==> config.mk <==
export PLATFORM = sky130hd
export DESIGN_NAME = muldiv_seq
export DESIGN_NICKNAME = d
export VERILOG_FILES = /design/src/rtl/muldiv_seq.sv
export SDC_FILE = /design/constraint.sdc
export NUM_CORES = 1
export LEC_CHECK = 0
export ABC_AREA = 1
export CORE_MARGIN = 5
export CORE_UTILIZATION = 39
export DETAILED_ROUTE_END_ITERATION = 8
export GPL_ROUTABILITY_DRIVEN = 0
export SYNTH_ARGS = -nofsm -noshare
export SYNTH_HDL_FRONTEND = slang
export SYNTH_SLANG_ARGS = --single-unit
==> constraint.sdc <==
create_clock -name clk -period 4 [get_ports clk]
set_clock_uncertainty 0.1 [all_clocks]
set_input_delay 0.6 -clock clk [delete_from_list [all_inputs] [get_ports clk]]
set_output_delay 0.6 -clock clk [all_outputs]
set_load 0.01 [all_outputs]
==> src/rtl/muldiv_seq.sv <==
`timescale 1ns/1ps
`default_nettype none
// muldiv_seq: iterative RV32M-style multiply/divide unit, one result bit per cycle.
// Rev 1.0
module muldiv_seq #(
  parameter int XLEN  = 8,
  parameter int CNT_W = $clog2(XLEN+1)
) (
  input  logic            clk,
  input  logic            rst_n,
  input  logic            flush,
  input  logic            in_valid,
  output logic            in_ready,
  input  logic [2:0]      funct3,
  input  logic [XLEN-1:0] op_a,
  input  logic [XLEN-1:0] op_b,
  output logic            out_valid,
  input  logic            out_ready,
  output logic [XLEN-1:0] result,
  output logic            busy
);

  typedef enum logic [1:0] {
    IDLE = 2'd0,
    CALC = 2'd1,
    DONE = 2'd2
  } state_e;

  localparam logic [2:0]       F_MUL    = 3'b000;
  localparam logic [2:0]       F_MULH   = 3'b001;
  localparam logic [2:0]       F_MULHSU = 3'b010;
  localparam logic [2:0]       F_DIV    = 3'b100;
  localparam logic [2:0]       F_REM    = 3'b110;
  localparam logic [XLEN-1:0]  MIN_NEG  = {1'b1, {(XLEN-1){1'b0}}};
  localparam logic [CNT_W-1:0] LAST     = CNT_W'(XLEN-1);

  state_e            state_q, state_d;
  logic [2:0]        f3_q, f3_d;
  logic              neg_q, neg_d;
  logic [CNT_W-1:0]  cnt_q, cnt_d;
  logic [2*XLEN-1:0] prod_q, prod_d;
  logic [2*XLEN-1:0] mcand_q, mcand_d;   // shifted multiplicand, or divisor in the low half
  logic [XLEN-1:0]   mplier_q, mplier_d; // multiplier, or dividend shifting out / quotient shifting in
  logic [XLEN-1:0]   rem_q, rem_d;
  logic [XLEN-1:0]   result_q, result_d;

  logic              a_signed, b_signed, sa, sb, is_special, b_zero;
  logic [XLEN-1:0]   a_mag, b_mag, special_res;

  assign a_signed = (funct3 == F_MULH) || (funct3 == F_MULHSU) ||
                    (funct3 == F_DIV)  || (funct3 == F_REM);
  assign b_signed = (funct3 == F_MULH) || (funct3 == F_DIV) || (funct3 == F_REM);
  assign sa       = a_signed & op_a[XLEN-1];
  assign sb       = b_signed & op_b[XLEN-1];
  assign a_mag    = sa ? -op_a : op_a;
  assign b_mag    = sb ? -op_b : op_b;
  assign b_zero   = (op_b == '0);
  // funct3[0]==0 among divides marks the signed DIV/REM pair
  assign is_special = funct3[2] &
                      (b_zero | (~funct3[0] & (op_a == MIN_NEG) & (op_b == '1)));
  assign special_res = b_zero ? (funct3[1] ? op_a : '1)
                              : (funct3[1] ? '0 : op_a);

  logic [2*XLEN-1:0] prod_nx, prod_fix;
  logic [XLEN:0]     div_try, div_sub;
  logic              div_ge;
  logic [XLEN-1:0]   quo_nx, rem_nx, quo_fix, rem_fix, final_res;

  assign prod_nx = prod_q + (mplier_q[0] ? mcand_q : '0);
  assign div_try = {rem_q, mplier_q[XLEN-1]};
  assign div_sub = div_try - {1'b0, mcand_q[XLEN-1:0]};
  // no borrow out of the guard bit means the partial remainder covers the divisor
  assign div_ge  = ~div_sub[XLEN];
  assign rem_nx  = div_ge ? div_sub[XLEN-1:0] : div_try[XLEN-1:0];
  assign quo_nx  = {mplier_q[XLEN-2:0], div_ge};

  assign prod_fix  = neg_q ? -prod_nx : prod_nx;
  assign quo_fix   = neg_q ? -quo_nx  : quo_nx;
  assign rem_fix   = neg_q ? -rem_nx  : rem_nx;
  assign final_res = f3_q[2] ? (f3_q[1] ? rem_fix : quo_fix)
                             : ((f3_q == F_MUL) ? prod_fix[XLEN-1:0] : prod_fix[2*XLEN-1:XLEN]);

  always_comb begin
    state_d  = state_q;
    f3_d     = f3_q;
    neg_d    = neg_q;
    cnt_d    = cnt_q;
    prod_d   = prod_q;
    mcand_d  = mcand_q;
    mplier_d = mplier_q;
    rem_d    = rem_q;
    result_d = result_q;
    if (flush) begin
      state_d = IDLE;
    end else begin
      case (state_q)
        IDLE: begin
          if (in_valid) begin
            f3_d   = funct3;
            cnt_d  = '0;
            prod_d = '0;
            rem_d  = '0;
            if (funct3[2]) begin
              neg_d    = funct3[1] ? sa : (sa ^ sb);
              mcand_d  = {{XLEN{1'b0}}, b_mag};
              mplier_d = a_mag;
            end else begin
              neg_d    = sa ^ sb;
              mcand_d  = {{XLEN{1'b0}}, a_mag};
              mplier_d = b_mag;
            end
            if (is_special) begin
              result_d = special_res;
              state_d  = DONE;
            end else begin
              state_d  = CALC;
            end
          end
        end
        CALC: begin
          cnt_d = cnt_q + 1'b1;
          if (f3_q[2]) begin
            rem_d    = rem_nx;
            mplier_d = quo_nx;
          end else begin
            prod_d   = prod_nx;
            mcand_d  = mcand_q << 1;
            mplier_d = mplier_q >> 1;
          end
          if (cnt_q == LAST) begin
            result_d = final_res;
            state_d  = DONE;
          end
        end
        DONE: begin
          if (out_ready) state_d = IDLE;
        end
        default: state_d = IDLE;
      endcase
    end
  end

  always_ff @(posedge clk or negedge rst_n) begin
    if (!rst_n) begin
      state_q  <= IDLE;
      f3_q     <= '0;
      neg_q    <= 1'b0;
      cnt_q    <= '0;
      prod_q   <= '0;
      mcand_q  <= '0;
      mplier_q <= '0;
      rem_q    <= '0;
      result_q <= '0;
    end else begin
      state_q  <= state_d;
      f3_q     <= f3_d;
      neg_q    <= neg_d;
      cnt_q    <= cnt_d;
      prod_q   <= prod_d;
      mcand_q  <= mcand_d;
      mplier_q <= mplier_d;
      rem_q    <= rem_d;
      result_q <= result_d;
    end
  end

  assign in_ready  = (state_q == IDLE);
  assign out_valid = (state_q == DONE);
  assign busy      = (state_q != IDLE);
  assign result    = result_q;

endmodule
`default_nettype wire

==> results of run 1 <==
-- power by group through the flow --
stage / sequential [W] / combinational [W] / clock, W
2_1_floorplan: 0.00103 / 0.00267 / 0
3_3_place_gp: 0.00109 / 0.00350 / 0
3_5_place_dp: 0.00110 / 0.00349 / 0
4_1_cts: 0.00109 / 0.00351 / 0.000830
5_1_grt: 0.00112 / 0.00401 / 0.000854
6_report: 0.00109 / 0.00354 / 0.000813
-- metal layers --
metal	track usage	up-vias
li1	-	3048
met1	0.272	2783
met2	0.323	170
met3	0.0364	23
met4	0.0503	0
met5	0	-
-- state kept, by name, indices dropped and copies added (netlist names) --
name and cells:
state_q 2, cnt_q 4, result 8, rem_q 8, mcand_q 16, mplier_q 8, prod_q 16, f3_q 3
neg_q 1
-- kinds of logic after synthesis --
family | count (synthesis)
xor gates and xnor gates | 24
muxes | 1
AOI/OAI and AO/OA | 180
and+or+nand+nor | 445
adders and majority gates | 32
buffers and inverters | 169
DFF | 66
-- worst max-delay path by stage --
stage,start,to,slack (ns),cells past startpoint
finish,mplier_q[0],result[4],0.53,19
global route,mplier_q[0],result[4],0.22,19
CTS,mplier_q[0],result[4],0.56,19
detailed placement,mplier_q[0],result[4],0.55,19
global placement,mplier_q[0],result[5],0.58,20
floorplan,mplier_q[0],result[4],1.18,20
-- placed cells by master, fill, tap and decap left out, types with 7 or more instances in the layout --
cell,n
o21ai_0,67
clkdlybuf4s50_1,33
inv_1,138
dfrtp_1,66
nand3b_1,10
a21oi_1,44
nand3_1,52
buf_4,8
nand2_2,19
xor2_1,19
nand3_2,9
o22ai_1,15
nor2_2,7
clkbuf_16,9
nand4_1,12
o21ai_1,9
a22oi_1,7
nor2_1,72
nand2_1,243
nor3_1,8
ha_1,30
-- worst max-delay path: stages, from the launching register on --
cell and delay, ns:
dfrtp_1 0.75, nand2_1 0.20, inv_1 0.12, ha_1 0.21
fa_1 0.42, inv_1 0.12, ha_1 0.17, inv_1 0.05
a21oi_1 0.19, nand3_2 0.10, nor2_2 0.12, nor2_2 0.06
a21oi_2 0.22, nand3_1 0.10, nand2_1 0.07, nand2_1 0.05
o21bai_1 0.12, nand3_1 0.09, nand2_1 0.07, inv_1 0.03
-- stage by stage --
stage	std cells	hold WS (ns)	area (um2)	total power, W	util
6_report	1138	0.348	6820	0.00545	0.449
5_1_grt	1138	0.397	6820	0.00598	0.449
4_1_cts	1138	0.354	6820	0.00543	0.449
3_5_place_dp	1122	0.346	6520	0.00459	0.429
3_3_place_gp	1122	0.346	6520	0.00459	0.429
2_1_floorplan	917	0.204	6020	0.00370	-
-- final cells by class --
class	count	area, um2	share of cell area
flip-flops and latches	66	1650	0.242
repair buffers	42	395	0.0580
well taps	188	235	0.0345
clock inverters	4	51.3	0.00752
clock buffers	12	246	0.0361
inverters	144	542	0.0794
multi-input cells	682	3700	0.542
==> metrics.md, run 1 <==
| Metric | Value |
|---|---|
| Cell taking the most area after synthesis | `dfrtp_1` |
| Yosys warnings | `0` |
| IO Pins | `35` |
| Number of port buffers | `34` |
| Via count | `6024` |
| Hold Path Class | `in -> async` |
| Layout Nets | `1001` |
| XOR/XNOR Fraction of Synth Area | `0.0349` |
| Layout fillers | `1579` |
| Largest family of logic cells by synthesized area | `simple AND/OR/NAND/NOR gates` |
| DRC violations left | `0` |
| WS Path Type | `reg -> reg` |
| CTS tree | `built` |
| Core ar. | `15200 um2` |
| Fraction of layout cells with a size suffix above 1 | `0.0842` |
| Insertion delay to the later sink of the worst-skew pair | `0.34 ns` |
| Fmax | `0.288 GHz` |
| Setup Viol. Count Final | `0` |
| EDFF count, synth | `0` |
| Post-synthesis compound-gate area fraction | `0.176` |
| Post-route ant nets | `0` |
| Simple-gate share of the synthesized area | `0.332` |
| Clk Tree Root Cell | `clkbuf_16` |
| Worst-path fanout max | `20` |
| Met1 wire length | `8.08 mm` |
| # hold bufs at CTS | `0` |
| GRT Total Usage | `0.198` |
| Ys async rst share | `1.00` |
| Slew HR | `0.401` |
| Initial DRC count | `396` |
| Post-synthesis net count | `973` |
| Vias in the first global route | `5637` |
| Initial antenna violation count | `0` |
| WL/cell | `15.4 um` |
| Placement Rows | `45` |
| Post-synth top cells | `nand2_1 (243), inv_1 (138), nor2_1 (72), o21ai_0 (67), dfrtp_1 (66)` |
| Htree depth | `3` |
| Routed wl met2 | `8.10 mm` |
| Sw power | `0.00281 W` |
| Max-cap viol count | `0` |
| CTS Sinks | `66` |
| Final Worst Setup Slack | `0.532 ns` |
| Drt first pass iters | `7` |
| Crit start category | `register` |
| Fin crit share | `0.867` |
| Via density | `5.29` |
| Maximum VDD drop | `339 uV` |
| Switching share of power | `0.516` |
| Place WS | `0.546 ns` |
| Cell Int Power | `0.00264 W` |
| Hold Vio Cnt, Final | `0` |
| Area contributors post-synth | `dfrtp_1 (27%), nand2_1 (15%), inv_1 (8.6%), ha_1 (6.2%), o21ai_0 (5.6%)` |
| WL final | `17.5 mm` |
| Post-DP HPWL | `13.7 mm` |
| PD cells | `799 nW/um2` |
| Logic pwr share | `0.651` |
| Ant diodes | `0` |
| Clock buffer depth | `2` |
| Layout Area Growth over Synthesis | `13.2%` |
| Worst reg2reg path depth | `19` |
| Minimum clock period | `3.47 ns` |
| Synth Cell Area | `6020 um2` |
| Setup_tns | `0 ns` |
| Chip width | `134 um` |
| Crit path DAT | `3.61 ns` |
| Sequential area share after synthesis | `0.274` |
| Post-synthesis mux area share | `0.00166` |
| Die height | `134 um` |
| Synth Instances | `917` |
| DIE AREA | `18000 um2` |
| First-pass GRT wire length | `28.9 mm` |
| Share of the synthesized area in the top cell type | `0.274` |
| Largest net degree at the start of global routing | `67` |
| Static Leak | `3.53 nW` |
| DR WL met3 | `1.04 mm` |
| Primary FF master, synth | `dfrtp_1` |
| Postcts setup bufs | `0` |
| Clock transition at path regs | `0.06 ns` |
| Slew Limit Fails | `0` |
| CP endpoint kind | `register` |
| Initial core utilization | `0.396` |
| Worst-margin pin slew | `0.898 ns` |
| R2R Path End | `result[4]` |
| Highest Signal Layer | `met4` |
| Synth Register Bits | `66` |
| Mean Syn Cell Area | `6.57 um2` |
| Adder-Cell Fraction of Synth Area | `0.0690` |
| RSZ-0062 raised after global routing | `false` |
| Count leader, synth | `nand2_1` |
| Reg power frac | `0.200` |
| Gr ovfl total | `0` |
| Worst r2r src | `mplier_q[0]` |
| Status | `complete, no violations` |
| CTS Buf Count | `9` |
| Reg-to-reg slack, setup | `0.53 ns` |
| Post-synthesis cell type count | `51` |
| CP required | `4.14 ns` |
| Resize count post-CTS | `0` |
| Clock Power Share | `0.149` |
Power figures use the tool's default switching activity.
==> inputs of run 2 (changes only) <==
Settings changed: CORE_MARGIN 5 to 1.5.
==> run 2 against run 1 <==
Against the previous run: final cell count stayed put; first-iteration DRC count is 29% higher; global-route usage is 2.6 points higher; non-clock buffer count is 1 higher; clock-buffer cell count is 1 lower; critical path depth stayed put; fmax is 0.46% lower; sequential power hardly changed; register-to-register slack worse by 0.02 ns; clock power hardly changed.
==> metrics.md, run 2 (synthesis results as in run 1) <==
| Metric | Value |
|---|---|
| IO Pins | `35 (unchanged)` |
| Max-cap viol count | `0 (unchanged)` |
| Static Leak | `3.54 nW (was 3.53 nW)` |
| PD cells | `799 nW/um2 (about the same)` |
| Commonest cells after routing, fill and taps aside | `nand2_1 (243), inv_1 (138), nor2_1 (72) (unchanged)` |
| RSZ-0062 raised after global routing | `false (unchanged)` |
| Postcts setup bufs | `0 (unchanged)` |
| Fin crit share | `0.871 (was 0.867)` |
| Minimum clock period | `3.48 ns (was 3.47 ns)` |
| CP Cell Sequence | `nand2_1, inv_1, ha_1, fa_1, inv_1, ha_1, inv_1, a21oi_1, nand3_2, nor2_2, nor2_2, a21oi_2, nand3_1, nand2_1, nand2_1, o21bai_1, nand3_1, nand2_1, inv_1 (unchanged)` |
| Layout Area Growth over Synthesis | `13.6% (was 13.2%)` |
| Fmax | `0.287 GHz (was 0.288 GHz)` |
| Chip width | `127 um (was 134 um)` |
| Worst-path fanout max | `20 (unchanged)` |
| Htree depth | `3 (unchanged)` |
| Crit start category | `register (unchanged)` |
| WS Path Type | `reg -> reg (unchanged)` |
| Drt first pass iters | `5 (was 7)` |
| Core ar. | `15100 um2 (was 15200 um2)` |
| Layout Nets | `1002 (was 1001)` |
| Via density | `5.26 (was 5.29)` |
| Worst-margin pin slew | `0.773 ns (was 0.898 ns)` |
| CP max stage cell | `dfrtp_1 (unchanged)` |
| Hold Vio Cnt, Final | `0 (unchanged)` |
| GRT Total Usage | `0.224 (was 0.198)` |
| Slew Limit Fails | `0 (unchanged)` |
| Placement Rows | `45 (unchanged)` |
| Family with the most delay on the worst path | `adder cells (was simple AND/OR/NAND/NOR gates)` |
| CP required | `4.14 ns (about the same)` |
| Worst reg2reg path depth | `19 (unchanged)` |
| # hold bufs at CTS | `0 (unchanged)` |
| CTS Buf Count | `9 (unchanged)` |
| DIE AREA | `16200 um2 (was 18000 um2)` |
| Initial core utilization | `0.398 (was 0.396)` |
| Critical path buffer and inverter count | `4 (unchanged)` |
| Insertion delay to the later sink of the worst-skew pair | `0.34 ns (about the same)` |
| WL/cell | `15.3 um (was 15.4 um)` |
| Ant diodes | `0 (unchanged)` |
| Tot Pwr | `0.00547 W (was 0.00545 W)` |
| Largest net degree at the start of global routing | `46 (was 67)` |
| Number of port buffers | `34 (unchanged)` |
| GR Util met3 | `0.0456 (was 0.0364)` |
| First-pass GRT wire length | `28.6 mm (was 28.9 mm)` |
| Setup_tns | `0 ns (unchanged)` |
| Die height | `127 um (was 134 um)` |
| Setup Viol. Count Final | `0 (unchanged)` |
| CTS tree | `built (unchanged)` |
| Clock buffer depth | `2 (unchanged)` |
| Post-DP HPWL | `13.7 mm (about the same)` |
| CTS Sinks | `66 (unchanged)` |
| Resize count post-CTS | `0 (unchanged)` |
| Initial antenna violation count | `0 (unchanged)` |
| Inst Count DP | `1123 (was 1122)` |
| Maximum VDD drop | `326 uV (was 339 uV)` |
| Via count | `5987 (was 6024)` |
| Largest regs | `mcand_q x16, prod_q x16 (unchanged)` |
| Fraction of layout cells with a size suffix above 1 | `0.0863 (was 0.0842)` |
| Clk Tree Root Cell | `clkbuf_16 (unchanged)` |
| Status | `complete, no violations (unchanged)` |
| Final Hold Slack | `0.168 ns (was 0.348 ns)` |
| Stages on worst setup path | `19 (unchanged)` |
| Clock transition at path regs | `0.06 ns (about the same)` |
| Post-route ant nets | `0 (unchanged)` |
| Post-Layout Cell Count | `1138 (unchanged)` |
| Met2 Resource Use GR | `0.356 (was 0.323)` |
| WL final | `17.4 mm (was 17.5 mm)` |
| Busiest grt layer | `met2 (unchanged)` |
| Layout fillers | `1613 (was 1579)` |
| DRC violations left | `0 (unchanged)` |
| Crit path DAT | `3.62 ns (was 3.61 ns)` |
| Commonest non-fill, non-tap cell in the layout | `nand2_1 (unchanged)` |
| Initial DRC count | `512 (was 396)` |
| Vias in the first global route | `5484 (was 5637)` |
| CP endpoint kind | `register (unchanged)` |
| Slew HR | `0.483 (was 0.401)` |
| CP peak stage delay | `0.77 ns (was 0.75 ns)` |
| GRT met1 Usage | `0.310 (was 0.272)` |
| Hold Path Class | `in -> async (unchanged)` |
| Gr ovfl total | `0 (unchanged)` |
[run 2: cell count changes in the layout (fill, tap and decap cells not counted)]
cell      delta
buf_12       +1
clkbuf_1     -2
clkbuf_8     +1
[run 2: final timing paths]
path	from	endpoint	slack, ns
setup reg to reg	mplier_q[0]	result[4]	0.52
hold / removal	rst_n	mcand_q[13]	0.17
min in group clk	cnt_q[3]	cnt_q[3]	0.35
max in group asynchronous	rst_n	mcand_q[5]	2.97
setup / recovery	mplier_q[0]	result[4]	0.52
hold reg to reg	cnt_q[3]	cnt_q[3]	0.35
[run 2: area by class of cell]
class | instances | area (um2) | area share
clock buffer | 11 | 253 | 0.0369
clock inverter | 4 | 51.3 | 0.00749
inverter | 144 | 542 | 0.0791
multi-input combinational | 682 | 3700 | 0.540
sequential | 66 | 1650 | 0.241
tap | 188 | 235 | 0.0344
timing repair buffer | 43 | 415 | 0.0607
[run 2: where the power goes]
| part | leakage, nW | internal (W) | switching [W] |
|---|---|---|---|
| sequential | 0.856 | 0.000881 | 0.000215 |
| combinational | 2.54 | 0.00126 | 0.00230 |
| clock | 0.148 | 0.000513 | 0.000303 |
[run 2: metrics by stage]
step | area [um2] | util | setup WS, ns
detailed placement | 6540 | 0.432 | 0.529
global route | 6850 | 0.452 | 0.151
global placement | 6540 | 0.432 | 0.558
floorplan | 6020 | - | 1.18
CTS | 6850 | 0.452 | 0.515
finish | 6850 | 0.452 | 0.516
[run 2: metal layers]
| layer | part of all wire | routed length, um |
|---|---|---|
| met1 | 0.46 | 7990 |
| met3 | 0.057 | 986 |
| met4 | 0.020 | 344 |
| met2 | 0.46 | 8100 |
| met5 | 0 | 0 |
